File: config.mk
export PLATFORM = sky130hd
export DESIGN_NAME = dm_byte_port
export DESIGN_NICKNAME = d
export VERILOG_FILES = /design/src/rtl/dm_byte_port.sv
export SDC_FILE = /design/constraint.sdc
export NUM_CORES = 1
export LEC_CHECK = 0
export BUFFER_PORTS_ARGS = -buffer_cell sky130_fd_sc_hd__clkbuf_2
export CAP_MARGIN = 20
export CORE_MARGIN = 3
export CORE_UTILIZATION = 42
export CTS_BUF_LIST = sky130_fd_sc_hd__clkbuf_16
export DETAILED_ROUTE_END_ITERATION = 8
export GPL_ROUTABILITY_DRIVEN = 0
export PLACE_DENSITY_LB_ADDON = 0.25
export SLEW_MARGIN = 40
export SYNTH_ARGS = -nofsm -noshare
export SYNTH_HDL_FRONTEND = slang
export SYNTH_SLANG_ARGS = --single-unit
File: constraint.sdc
create_clock -name clk -period 4.2 [get_ports clk]
set_input_delay 0.63 -clock clk [delete_from_list [all_inputs] [get_ports clk]]
set_output_delay 0.63 -clock clk [all_outputs]
set_load 0.02 [all_outputs]
File: src/rtl/dm_byte_port.sv
// dm_byte_port: word/byte load-store responder for a 1-cycle synchronous word-only RAM.
// Define DM_ALIGN_CHECK_EN to trap misaligned word requests (adds the err output).
module dm_byte_port #(
    parameter int MEM_LAT = 1
) (
    input  logic        clk,
    input  logic        rst,
    input  logic        req,
    input  logic        we,
    input  logic        byte_op,
    input  logic [31:0] addr,
    input  logic [31:0] wdata,
    output logic        busy,
    output logic        done,
    output logic [31:0] rdata,
`ifdef DM_ALIGN_CHECK_EN
    output logic        err,
`endif
    output logic [31:0] mem_addr,
    output logic        mem_re,
    output logic        mem_we,
    output logic [31:0] mem_wdata,
    input  logic [31:0] mem_rdata
);

    localparam logic [2:0] ST_IDLE = 3'd0;
    localparam logic [2:0] ST_RD   = 3'd1;
    localparam logic [2:0] ST_CAP  = 3'd2;
    localparam logic [2:0] ST_WR   = 3'd3;
    localparam logic [2:0] ST_DONE = 3'd4;

    generate
        if (MEM_LAT != 1) begin : g_lat_check
            $error("dm_byte_port supports MEM_LAT = 1 only");
        end
    endgenerate

    logic [2:0]  state_q,     state_d;
    logic        we_q,        we_d;
    logic        byte_q,      byte_d;
    logic [1:0]  off_q,       off_d;
    logic [31:0] wdata_q,     wdata_d;
    logic [31:0] word_q,      word_d;
    logic [31:0] rdata_q,     rdata_d;
    logic [31:0] mem_addr_q,  mem_addr_d;
    logic [31:0] mem_wdata_q, mem_wdata_d;
    logic        mem_re_q,    mem_re_d;
    logic        mem_we_q,    mem_we_d;
`ifdef DM_ALIGN_CHECK_EN
    logic        err_q,       err_d;
`endif

    logic [4:0]  laneSel;
    logic [7:0]  capLane;
    logic [31:0] mergedWord;

    // Lane extraction and merge work straight off mem_rdata in CAP, the same value word_q captures.
    always_comb begin
        laneSel    = {off_q, 3'b000};
        capLane    = mem_rdata[laneSel +: 8];
        mergedWord = mem_rdata;
        mergedWord[laneSel +: 8] = wdata_q[7:0];
    end

    always_comb begin
        state_d     = state_q;
        we_d        = we_q;
        byte_d      = byte_q;
        off_d       = off_q;
        wdata_d     = wdata_q;
        word_d      = word_q;
        rdata_d     = rdata_q;
        mem_addr_d  = mem_addr_q;
        mem_wdata_d = mem_wdata_q;
        mem_re_d    = 1'b0;
        mem_we_d    = 1'b0;
`ifdef DM_ALIGN_CHECK_EN
        err_d       = 1'b0;
`endif
        case (state_q)
            ST_IDLE: begin
                if (req) begin
`ifdef DM_ALIGN_CHECK_EN
                    if (!byte_op && (addr[1:0] != 2'b00)) begin
                        state_d = ST_DONE;
                        err_d   = 1'b1;
                    end else
`endif
                    begin
                        we_d       = we;
                        byte_d     = byte_op;
                        off_d      = addr[1:0];
                        wdata_d    = wdata;
                        mem_addr_d = {addr[31:2], 2'b00};
                        if (we && !byte_op) begin
                            state_d     = ST_WR;
                            mem_we_d    = 1'b1;
                            mem_wdata_d = wdata;
                        end else begin
                            state_d  = ST_RD;
                            mem_re_d = 1'b1;
                        end
                    end
                end
            end
            ST_RD: begin
                state_d = ST_CAP;
            end
            ST_CAP: begin
                word_d = mem_rdata;
                if (!we_q) begin
                    state_d = ST_DONE;
                    rdata_d = byte_q ? {24'b0, capLane} : mem_rdata;
                end else begin
                    state_d     = ST_WR;
                    mem_we_d    = 1'b1;
                    mem_wdata_d = mergedWord;
                end
            end
            ST_WR: begin
                state_d = ST_DONE;
            end
            ST_DONE: begin
                state_d = ST_IDLE;
            end
            default: begin
                state_d = ST_IDLE;
            end
        endcase
    end

    always_ff @(posedge clk) begin
        if (rst) begin
            state_q     <= ST_IDLE;
            we_q        <= 1'b0;
            byte_q      <= 1'b0;
            off_q       <= 2'b00;
            wdata_q     <= 32'd0;
            word_q      <= 32'd0;
            rdata_q     <= 32'd0;
            mem_addr_q  <= 32'd0;
            mem_wdata_q <= 32'd0;
            mem_re_q    <= 1'b0;
            mem_we_q    <= 1'b0;
`ifdef DM_ALIGN_CHECK_EN
            err_q       <= 1'b0;
`endif
        end else begin
            state_q     <= state_d;
            we_q        <= we_d;
            byte_q      <= byte_d;
            off_q       <= off_d;
            wdata_q     <= wdata_d;
            word_q      <= word_d;
            rdata_q     <= rdata_d;
            mem_addr_q  <= mem_addr_d;
            mem_wdata_q <= mem_wdata_d;
            mem_re_q    <= mem_re_d;
            mem_we_q    <= mem_we_d;
`ifdef DM_ALIGN_CHECK_EN
            err_q       <= err_d;
`endif
        end
    end

    assign busy      = (state_q != ST_IDLE);
    assign done      = (state_q == ST_DONE);
    assign rdata     = rdata_q;
    assign mem_addr  = mem_addr_q;
    assign mem_re    = mem_re_q;
    assign mem_we    = mem_we_q;
    assign mem_wdata = mem_wdata_q;
`ifdef DM_ALIGN_CHECK_EN
    assign err       = err_q;
`endif

endmodule

==> out/metrics.cfg <==
[outcome]
outcome = completed

[setup_path]
critPathMaxFanout = 16
slowest_stage = dfxtp_1
startpoint_type = register
reg2regPathDepth = 5
cp.arrival_ps = 2730
regToRegSetupSlack_ps = 1720
r2r_end = mem_wdata[27]
cp.depth = 5
r2r-start = off_q[0]
worstSetupEndpoint = mem_wdata[27]
slowest_delay_ps = 800
path_cells = inv_2, ha_1, nor4b_4, a221oi_1, o32ai_1
cp_num_buf_inv = 1
crit_start = off_q[0]
crit_type = reg2reg
worstPathRequired_ps = 4450
cp_top_family = flip-flops
end_kind = register

[layout]
area_growth_pct = 27.0
finalNetCount = 860
fin_area_um2 = 6150
drive_gt1_share_pct = 30.2
nFillCells = 1071
num_antenna_cells = 0

[clocking]
htreeDepth = 3
insertion_delay_ps = 340
cts_sinks = 111
cts_setup_buffers = 0
cts-buffers-inserted = 9
clk_transition_reported_paths_ps = 70
cts-resized-gates = 0
clock_path_buffers = 2
cts_hold_buf = 0
cts_tree = yes
cts_root_buf = clkbuf_16

[global_routing]
grt_pass1_wl_um = 24500
overflow = 0
grt_pass1_vias = 4704
grt_max_degree = 79
antenna_found_initial = 0
grt_util_all_layers_pct = 23.8

[sta]
fin_crit_ps = 2480
finalSetupViolCount = 0
timing.final.crit_share_pct = 59.1
finalHoldViolations = 0
worstMarginPinSlew_ps = 807
max_slew_margin_pct = 46.2
rsz0062_at_grt = no
holdWs_ps = 448
clock_skew_ps = 7.33
drv_slew = 0
clock.fmax_ghz = 0.403
setup_tns_ps = 0

[logic_synthesis]
syn_inst = 587
synth_warnings = 0
yosys.cell_types.count = 37
syn_area_um2 = 4840
yosysTopAreaCellShare_pct = 45.9
synth_seq_cells = 111
synth-seq-area-share_pct = 45.9
synth.area.top_cells = dfxtp_1 (46%), nand2_1 (9.3%), a21oi_1 (7.6%)
syn_avg_cell_area_um2 = 8.25
yosysTopAreaCell = dfxtp_1

[flow_run]
maxCapViolCount = 0

[power_and_ir_drop]
p_total_mw = 2.50
power_leakage_nw = 2.65
peakVddDrop_uv = 229
power_density_nw_per_um2 = 406

[die]
die_x_um = 113
core_area_um2 = 11000
start_util_pct = 43.9
die_h_um = 113
num_rows = 38
dieArea_um2 = 12900
io-pin-count = 201

[min_path]
min_path_type = reg2reg

[detailed_routing]
drc = 0
vias = 4872
route.detailed.wl_per_inst_um = 17.3
routed_via_density = 5.43
routed_wl_um = 15600
antenna_left = 0
drt-initial-drc-count = 464
first_pass_iters = 5

[place]
dpl_cell_area_um2 = 5840
post-dp-hpwl_um = 11600
port_buffers = 198

power breakdown:
part           switching [mW]  internal (mW)
Clock                   0.380          0.514
Combinational           0.280          0.155
Sequential             0.0563           1.11
per-stage QoR:
stage / setup WS (ps) / utilization, % / instances
2_1_floorplan: 2220 / - / 588
3_3_place_gp: 1630 / 52.9 / 883
3_5_place_dp: 1790 / 53.0 / 883
4_1_cts: 1770 / 55.7 / 898
5_1_grt: 1520 / 55.7 / 898
6_report: 1720 / 55.7 / 898
worst min path at each step:
stage                        startpoint             to  slack, ps  depth (start not counted)
after global placement        rdata[14]      rdata[14]        440                          2
after CTS                     rdata[16]      rdata[16]        450                          2
final                         rdata[16]      rdata[16]        450                          2
after detailed placement  mem_wdata[11]  mem_wdata[11]        440                          2
after global routing          rdata[15]      rdata[15]        470                          2
after floorplan              wdata_q[0]     wdata_q[0]        470                          2
placed cells by master, fill, tap and decap left out, types with 2 or more instances in the layout:
cell / n
inv_1: 48
ha_1: 5
clkinv_2: 2
o32ai_1: 32
conb_1: 2
nor3b_1: 2
nand2_1: 119
nand2b_1: 3
inv_2: 2
bufinv_16: 2
a211o_1: 8
nand3b_1: 16
dfxtp_1: 110
a21oi_1: 74
clkbuf_2: 198
a221oi_1: 32
a22o_1: 8
nor2b_1: 2
or3_1: 8
nor2_1: 42
and4_1: 2
buf_4: 5
mux2i_1: 8
clkbuf_16: 9
nor3_2: 2
synthesized netlist by cell type:
cell	number
o21a_1	1
nand3b_1	16
a211o_1	8
and4_1	2
a21o_1	1
nor2_1	43
buf_4	3
nor3b_1	2
o21ba_2	1
o32a_1	1
a2111oi_0	1
nor4b_4	1
nor3_1	1
dfxtp_1	111
nor2b_1	2
nor3b_4	1
or3b_1	1
inv_2	2
nand2b_1	3
a21boi_0	1
nor3_2	2
o21ai_1	1
o32ai_1	32
a21oi_1	74
nand2_1	120
nor2_8	1
nor4b_1	1
mux2i_1	8
inv_1	47
buf_2	10
buf_6	1
a221oi_1	32
a22o_1	8
clkbuf_1	34
ha_1	5
conb_1	1
or3_1	8
per-layer routing:
metal | up-vias | share of wire [%] | GRT usage (%)
met4 | 0 | 1.3 | 7.37
met1 | 2237 | 43 | 32.0
met3 | 16 | 9.9 | 5.99
met5 | - | 0 | 0
li1 | 2370 | - | -
met2 | 249 | 46 | 37.6
registers in the layout, summed over array words and instances, names as in the netlist:
signal / flops
byte_q: 1
mem_addr: 30
mem_re: 1
mem_wdata: 32
mem_we: 1
off_q: 2
rdata: 32
state_q: 3
wdata_q: 8
we_q: 1
cell families after synthesis:
group                      after synthesis  share of synthesized area, %
AOI/OAI and AO/OA                      161                          23.3
and+or+nand+nor                        204                          19.6
adders and majority gates                5                          1.29
DFF                                    111                          45.9
other                                    1                        0.0774
buffers and inverters                   97                          8.17
muxes                                    8                          1.65
worst register-to-register path, cell delays in order, from the launching register on:
cell and delay [ps]:
dfxtp_1 800, inv_2 180, ha_1 420, nor4b_4 500, a221oi_1 170, o32ai_1 310
cell type report:
cell class	instances	area [um2]	area share, %
sequential	111	2220	36.2
clock buffer	9	225	3.66
inverter	49	184	2.99
tap	140	175	2.85
multi-input combinational	380	2230	36.3
clock inverter	6	77.6	1.26
timing repair buffer	203	1030	16.7
Power figures use the tool's default switching activity.
